`config.mk`:
```
export PLATFORM = sky130hd
export DESIGN_NAME = ws2812b_rx_decoder
export DESIGN_NICKNAME = d
export VERILOG_FILES = /design/src/rtl/ws2812b_rx_decoder.sv
export SDC_FILE = /design/constraint.sdc
export NUM_CORES = 1
export LEC_CHECK = 0
export ABC_CLOCK_PERIOD_IN_PS = 3200
export CORE_UTILIZATION = 30
export CTS_BUF_LIST = sky130_fd_sc_hd__clkbuf_16
export DETAILED_ROUTE_END_ITERATION = 16
export PLACE_DENSITY = 0.47
export SLEW_MARGIN = 25
export SYNTH_ARGS = -nofsm -noshare
export SYNTH_HDL_FRONTEND = slang
export SYNTH_SLANG_ARGS = --single-unit
export TNS_END_PERCENT = 10
```
`constraint.sdc`:
```
create_clock -name clk -period 3.2 [get_ports clk]
set_clock_uncertainty 0.2 [all_clocks]
set_input_delay 0.64 -clock clk [delete_from_list [all_inputs] [get_ports clk]]
set_output_delay 0.64 -clock clk [all_outputs]
set_load 0.02 [all_outputs]
```
`src/rtl/ws2812b_rx_decoder.sv`:
```
// ws2812b_rx_decoder
// Receive side of the WS2812B one-wire LED protocol. The data line is
// synchronised, every high pulse is measured and classified by width into a
// 0 or 1 bit, and bits are assembled MSB first into 24-bit GRB pixels.
// A low period of T_RESET cycles (the latch gap) closes the frame.
// After reset, or after a protocol error, nothing is decoded until a full
// latch gap has been seen, so the decoder never starts mid-pixel.

module ws2812b_rx_decoder #(
  parameter int NUM_PIXELS = 64,
  parameter int T_MIN_H    = 5,
  parameter int T_THRESH   = 30,
  parameter int T_MAX_H    = 75,
  parameter int T_RESET    = 2500
) (
  input  logic        clk,
  input  logic        rst_n,
  input  logic        din,
  output logic [23:0] pixel_data,
  output logic [5:0]  pixel_idx,
  output logic        pixel_valid,
  output logic        frame_done,
  output logic [6:0]  frame_count,
  output logic        err,
  output logic        overflow
);

  localparam int LW = $clog2(T_RESET + 1);
  localparam int HW = $clog2(T_MAX_H + 2);

  localparam logic [LW-1:0] LOW_MAX  = LW'(T_RESET);
  localparam logic [LW-1:0] LOW_LAST = LW'(T_RESET - 1);
  localparam logic [HW-1:0] H_MIN    = HW'(T_MIN_H);
  localparam logic [HW-1:0] H_THR    = HW'(T_THRESH);
  localparam logic [HW-1:0] H_MAX    = HW'(T_MAX_H);
  localparam logic [6:0]    PIX_MAX  = 7'(NUM_PIXELS);

  typedef enum logic [1:0] {
    SYNC,
    LOW,
    HIGH
  } state_t;

  state_t        state;
  logic          din_meta;
  logic          ds;
  logic          ds_d;
  logic [LW-1:0] low_cnt;
  logic [HW-1:0] high_cnt;
  logic [23:0]   shift_reg;
  logic [4:0]    bit_cnt;
  logic [6:0]    pix_cnt;
  logic          bits_seen;

  logic          rise;
  logic          fall;
  logic          bit_val;
  logic [23:0]   shift_next;
  logic          gap_hit;

  assign rise       = ds & ~ds_d;
  assign fall       = ~ds & ds_d;
  assign bit_val    = (high_cnt >= H_THR);
  assign shift_next = {shift_reg[22:0], bit_val};
  // The latch gap completes on the cycle the low counter would reach T_RESET,
  // either while waiting in SYNC or after a normal low phase.
  assign gap_hit    = (state != HIGH) && !ds && (low_cnt == LOW_LAST);

  // Two-flop synchroniser for the asynchronous data line plus a delayed copy for edge detection
  always_ff @(posedge clk or negedge rst_n) begin
    if (!rst_n) begin
      din_meta <= 1'b0;
      ds       <= 1'b0;
      ds_d     <= 1'b0;
    end else begin
      din_meta <= din;
      ds       <= din_meta;
      ds_d     <= ds;
    end
  end

  // Pulse-measuring FSM, bit/pixel assembly and frame-end bookkeeping
  always_ff @(posedge clk or negedge rst_n) begin
    if (!rst_n) begin
      state       <= SYNC;
      low_cnt     <= '0;
      high_cnt    <= '0;
      shift_reg   <= '0;
      bit_cnt     <= '0;
      pix_cnt     <= '0;
      bits_seen   <= 1'b0;
      pixel_data  <= '0;
      pixel_idx   <= '0;
      pixel_valid <= 1'b0;
      frame_done  <= 1'b0;
      frame_count <= '0;
      err         <= 1'b0;
      overflow    <= 1'b0;
    end else begin
      pixel_valid <= 1'b0;
      frame_done  <= 1'b0;
      err         <= 1'b0;

      case (state)
        SYNC: begin
          if (ds) begin
            low_cnt <= '0;
          end else if (low_cnt == LOW_LAST) begin
            low_cnt <= LOW_MAX;
            state   <= LOW;
          end else begin
            low_cnt <= low_cnt + 1'b1;
          end
        end

        LOW: begin
          if (rise) begin
            state    <= HIGH;
            high_cnt <= HW'(1);
          end else if (low_cnt != LOW_MAX) begin
            low_cnt <= low_cnt + 1'b1;
          end
        end

        HIGH: begin
          if (fall) begin
            state   <= LOW;
            low_cnt <= LW'(1);
            if (high_cnt >= H_MIN) begin
              bits_seen <= 1'b1;
              shift_reg <= shift_next;
              if (bit_cnt == 5'd23) begin
                bit_cnt <= '0;
                if (pix_cnt < PIX_MAX) begin
                  pixel_data  <= shift_next;
                  pixel_idx   <= pix_cnt[5:0];
                  pixel_valid <= 1'b1;
                  pix_cnt     <= pix_cnt + 1'b1;
                end else begin
                  overflow <= 1'b1;
                end
              end else begin
                bit_cnt <= bit_cnt + 1'b1;
              end
            end
          end else if (high_cnt >= H_MAX) begin
            err       <= 1'b1;
            state     <= SYNC;
            low_cnt   <= '0;
            bit_cnt   <= '0;
            shift_reg <= '0;
          end else begin
            high_cnt <= high_cnt + 1'b1;
          end
        end

        default: begin
          state   <= SYNC;
          low_cnt <= '0;
        end
      endcase

      if (gap_hit && bits_seen) begin
        frame_done  <= 1'b1;
        frame_count <= pix_cnt;
        err         <= (bit_cnt != 5'd0);
        pix_cnt     <= '0;
        bit_cnt     <= '0;
        shift_reg   <= '0;
        bits_seen   <= 1'b0;
        overflow    <= 1'b0;
      end
    end
  end

endmodule

```
==> results of run 1 <==
==> critical path: cells and delay by family (launching register included) <==
| kind | cells | cell delay, ns |
|---|---|---|
| AOI/OAI and AO/OA | 2 | 0.63 |
| and+or+nand+nor | 1 | 0.28 |
| adders and majority gates | 1 | 0.18 |
| muxes | 1 | 0.36 |
| buffers and inverters | 2 | 0.31 |
| DFF | 1 | 0.46 |
==> cells in the final DEF (no fill, tap or decap), types with 3 or more instances in the layout <==
master / n
nand2_1: 19
inv_1: 20
a21oi_1: 12
a31oi_1: 5
clkdlybuf4s50_1: 42
buf_4: 7
clkbuf_16: 9
a211oi_1: 3
o31ai_1: 4
xnor2_1: 4
nand3_1: 12
ha_1: 8
nor4_1: 4
o22ai_1: 4
nor2_1: 51
nor3_1: 3
dfrtp_1: 101
o21ai_0: 14
nand4b_1: 3
mux2_2: 35
xor2_1: 3
nor2b_1: 3
nand4_1: 3
a22oi_1: 23
mux2i_1: 4
nand2b_1: 10
==> power by group through the flow <==
stage | Clock, W | Combinational [W] | Sequential [W]
floorplan | 0 | 0.0000183 | 0.00131
global placement | 0 | 0.0000558 | 0.00131
detailed placement | 0 | 0.0000566 | 0.00131
CTS | 0.00107 | 0.0000569 | 0.00129
global route | 0.00113 | 0.0000644 | 0.00129
finish | 0.00103 | 0.0000538 | 0.00129
==> final cells by class <==
cell class	instances	share of cell area [%]
clock buffers	9	4.20
clock inverters	4	0.841
inverters	18	1.26
multi-input cells	256	32.6
flip-flops and latches	101	47.2
well taps	184	4.30
repair buffers	51	9.57
==> final timing paths <==
path / slack, ns / end
max: 0.65 / pixel_data[18]$_DFFE_PN0P_
max in group asynchronous: 1.96 / pixel_data[11]$_DFFE_PN0P_
min in group clk: 0.17 / ds$_DFF_PN0_
min reg2reg: 0.17 / ds$_DFF_PN0_
max reg2reg: 0.65 / pixel_data[18]$_DFFE_PN0P_
min: 0.07 / frame_count[3]$_DFFE_PN0N_
==> kinds of logic after synthesis <==
kind of cell	count (synthesis)	share of synthesized area, %
xor+xnor	7	1.38
mux	39	9.75
simple gates	124	14.0
fa+ha+maj	8	2.25
buf+inv	34	4.02
flops	101	56.8
compound gates	78	11.9
==> per-layer routing <==
metal	routed length [µm]	up-vias	share of wire, %	GRT usage, %
met1	4610	1521	51	18.1
met3	244	2	2.7	3.07
met4	46	0	0.50	4.37
li1	-	1477	-	-
met5	0	-	0	0
met2	4220	52	46	19.6
==> through the flow <==
step / power [W] / utilization (%) / cells / hold slack, ns / instance area [µm²]
3_5_place_dp: 0.00137 / 35.1 / 610 / 0.146 / 5090
5_1_grt: 0.00248 / 37.0 / 623 / 0.104 / 5360
4_1_cts: 0.00242 / 37.0 / 623 / 0.0800 / 5360
6_report: 0.00237 / 37.0 / 623 / 0.0661 / 5360
2_1_floorplan: 0.00133 / - / 391 / 0.131 / 4450
3_3_place_gp: 0.00137 / 35.1 / 610 / 0.138 / 5090
==> results.yml, run 1 <==
critical_path:
  reg2reg_depth: 7
  critPathMaxFanout: 29
  critPathArrivalTime_ns: 2.57
  end_kind: "register"
  cp.required_ns: 3.22
  slowest_stage: "dfrtp_1"
  crit_chain: "inv_1 -> ha_1 -> o31ai_1 -> a211oi_2 -> nand2b_1 -> buf_12 -> mux2_2"
  critPathLaunch: "high_cnt[1]$_DFFE_PN0P_"
  startpoint_type: "register"
  path_class: "register to register"
  max_stage_delay_ns: 0.46
  r2r_start: "high_cnt[1]$_DFFE_PN0P_"
drt:
  dr.pass1.iters: 5
  ant_nets: 0
  routedWlPerCell_um: 14.6
  vias: 3052
  drt-total-wl_um: 9120
  drc: 0
  drt_iter0_drc: 173
  avgViaCountPerCell: 4.90
floorplanning:
  die_y_um: 124
  num_io_pins: 44
  core_area_um2: 14500
  die_w_um: 124
  die-area_um2: 15300
  rows: 44
  start_util_pct: 30.7
global_routing:
  grt_max_degree: 39
  track_usage_pct: 13.0
  antenna_found_initial: 0
  grt_pass1_wl_um: 15300
  overflow: 0
  grt_pass1_vias: 2993
synthesis:
  synth_common_cells: "101 x dfrtp_1, 51 x nor2_1, 35 x mux2_2"
  yosysTopAreaCell: "dfrtp_1"
  synth_area_per_cell_um2: 11.4
  synth.distinct_cells: 48
  yosysTopAreaCellShare_pct: 56.8
  syn_nets: 402
  synth_area_leaders: "dfrtp_1 57%, mux2_2 8.9%, nor2_1 4.3%"
  yosysMostFrequentCell: "dfrtp_1"
  synth-edff-count: 0
  ys_ff_latch: 101
  synthArstFlopShare_pct: 100
  synth_seq_area_share_pct: 56.8
  syn_area_um2: 4450
  yosys_warnings: 0
  synth_flop_cell: "dfrtp_1"
  syn_inst: 391
timing:
  tightest_slew_ns: 0.777
  layout_min_cycle_time_ns: 2.55
  finalHoldViolations: 0
  setup_ws_ns: 0.645
  rsz0062_at_grt: "false"
  slew_viol_final: 0
  final.period_utilization_pct: 79.8
  fmax_mhz: 391
  finalSetupTns_ns: 0
  slew_headroom_pct: 47.7
  setup_violations: 0
clock_tree:
  clk_pin_slew_ns: 0.06
  cts_max_level: 3
  insertion_delay_ns: 0.33
  root_buffer: "clkbuf_16"
  cts.path.max_buffers: 2
  cts-resized-gates: 0
  cts_inserted_buffers: 9
  cts_tree: "done"
  cts_setup_buffers: 0
  cts_hold_buf: 0
  clock_sinks: 101
layout:
  nFillCells: 1446
  diodes: 0
  syn2layout_area_growth_pct: 20.3
  fin_nets: 448
  regArea_um2: 2530
  largest_reg_flops: 24
  drive_gt1_share_pct: 14.1
  multiInputGateArea_um2: 1750
power:
  swShare_pct: 20.6
  p_sw_w: 0.000488
  power_leakage_nw: 2.43
  seqPwrFrac_pct: 54.3
  p_clk_share_pct: 43.4
  p_int_w: 0.00188
  power_frac_comb_pct: 2.3
  powerDensity_nw_per_um2: 443
  ir_drop_mv: 0.244
job:
  max-cap-violations: 0
worst_hold_path:
  hold_path_class: "input pin to async pin"
placement:
  place_ws_ns: 0.639
  finalWeightedCongestion: 0.789
  port_buffers: 43
  hpwl_um: 6010
run_status:
  status: "finished, final reports clean"
Power figures use the tool's default switching activity.
==> inputs of run 2 (changes only) <==
ABC_CLOCK_PERIOD_IN_PS = 2380   (was 3200)
clock period = 2.38 ns   (was 3.2 ns; I/O delays follow)
==> run 2 against run 1 <==
Against the previous run:
- register-to-register slack got worse by 0.48 ns
- routed wire length grew 4.1%
- highest routed layer unchanged
- flip-flop and latch count unchanged
- utilization grew 1.2 points
- critical endpoint is now pix_cnt[5]$_DFFE_PN0P_
- maximum frequency up 15%
- critical path type unchanged
==> results.yml, run 2 (synthesized netlist as in run 1, its figures left out) <==
timing:
  fmax_mhz: 452
  tightest_slew_ns: 0.761
  setup_violations: 0
  layout_min_cycle_time_ns: 2.21
  slew_viol_final: 0
  finalHoldViolations: 0
  slew_headroom_pct: 48.8
  final.period_utilization_pct: 92.9
  finalSetupTns_ns: 0
  rsz0062_at_grt: "false"
floorplanning:
  start_util_pct: 30.7
  core_area_um2: 14500
  die_w_um: 124
  num_io_pins: 44
  die-area_um2: 15300
  die_y_um: 124
  rows: 44
clock_tree:
  clk_pin_slew_ns: 0.07
  clock_sinks: 101
  cts_inserted_buffers: 9
  cts_max_level: 3
  insertion_delay_ns: 0.35
  root_buffer: "clkbuf_16"
  cts_setup_buffers: 0
  cts_tree: "done"
  cts.path.max_buffers: 2
run_status:
  status: "finished, final reports clean"
drt:
  ant_nets: 0
  avgViaCountPerCell: 4.92
  vias: 3158
  drc: 0
  drt-total-wl_um: 9500
  routedWlPerCell_um: 14.8
  drt_iter0_drc: 193
  dr.pass1.iters: 6
global_routing:
  antenna_found_initial: 0
  grt_pass1_wl_um: 16400
  grt_max_degree: 69
  track_usage_pct: 14.0
  overflow: 0
  grt_pass1_vias: 3177
critical_path:
  cp.required_ns: 2.42
  critPathArrivalTime_ns: 2.25
  critPathMaxFanout: 33
  timing.rr.end: "pix_cnt[5]$_DFFE_PN0P_"
  end_kind: "register"
  critPathLaunch: "low_cnt[1]$_DFFE_PN0P_"
  reg2reg_depth: 7
  path_class: "register to register"
  rrSetupSlack_ns: 0.17
  r2r_start: "low_cnt[1]$_DFFE_PN0P_"
  startpoint_type: "register"
power:
  ir_drop_mv: 0.351
  powerDensity_nw_per_um2: 573
  power_leakage_nw: 2.53
layout:
  syn2layout_area_growth_pct: 24.1
  diodes: 0
  largest_reg_flops: 24
  drive_gt1_share_pct: 18.1
  fin_nets: 464
  design_area_um2: 5530
  layout_common_cells: "101 x dfrtp_1, 50 x nor2_1, 42 x clkdlybuf4s50_1"
  final_common_cell: "dfrtp_1"
worst_hold_path:
  min_path_cells: 0
  hold_path_class: "register to register"
  min_from: "din_meta$_DFF_PN0_"
  hold_end: "ds$_DFF_PN0_"
placement:
  place_area_um2: 5230
  hpwl_um: 6310
  finalWeightedCongestion: 0.846
  port_buffers: 43
job:
  max-cap-violations: 0
-- run 2: cell types whose count changed in the layout (fill, tap and decap cells not counted), sizes merged --
| cell | before | now |
|---|---|---|
| dlygate4sd3 | 0 | 1 |
| bufinv | 1 | 0 |
| buf | 9 | 24 |
| clkinv | 0 | 4 |
-- run 2: power breakdown --
group	total [W]	internal, W	switching (W)
logic	0.0000808	0.0000238	0.0000570
registers	0.00173	0.00172	0.00000634
clock network	0.00136	0.000702	0.000654
-- run 2: through the flow --
stage | power (W) | util (%) | hold slack, ns | instances | setup slack [ns]
after detailed placement | 0.00184 | 36.1 | 0.138 | 625 | 0.136
after CTS | 0.00323 | 38.0 | 0.156 | 642 | 0.130
after global routing | 0.00329 | 38.2 | 0.157 | 642 | 0.00549
final | 0.00317 | 38.2 | 0.153 | 642 | 0.168
after global placement | 0.00184 | 36.1 | 0.147 | 625 | 0.203
after floorplan | 0.00179 | - | -0.0196 | 391 | 0.153
-- run 2: timing repair --
item | CTS | global route
gates resized for setup | 0 | 5
endpoints found under the hold margin | 81 | 0
setup endpoints to repair | 0 | 10
hold buffers | 1 | 0
-- run 2: area by class of cell --
class	count	area, µm²
fillers	1424	8950
flip-flops and latches	101	2530
multi-input cells	256	1770
repair buffers	67	661
well taps	184	230
clock buffers	9	225
inverters	18	67.6
clock inverters	7	41.3
-- run 2: worst max path at each step --
stage | slack, ns | end
3_5_place_dp | 0.14 | frame_count[1]$_DFFE_PN0N_
6_report | 0.17 | pix_cnt[5]$_DFFE_PN0P_
2_1_floorplan | 0.15 | pixel_data[17]$_DFFE_PN0P_
4_1_cts | 0.13 | frame_count[1]$_DFFE_PN0N_
5_1_grt | 0.005 | bit_cnt[3]$_DFFE_PN0P_
3_3_place_gp | 0.20 | low_cnt[9]$_DFFE_PN0P_
-- run 2: routing by layer --
layer / GRT usage [%] / vias up / routed length (µm)
li1: - / 1517 / -
met3: 3.85 / 10 / 332
met5: 0 / - / 0
met1: 19.3 / 1568 / 4730
met2: 20.7 / 63 / 4280
met4: 5.35 / 0 / 158
-- run 2: critical path, stage by stage, from the launching register on --
cell and delay (ns):
dfrtp_1 0.40, ha_1 0.21, nand2b_1 0.13, or4_1 0.56, nor2_2 0.13, and3_4 0.21, buf_12 0.18, nor2_1 0.07
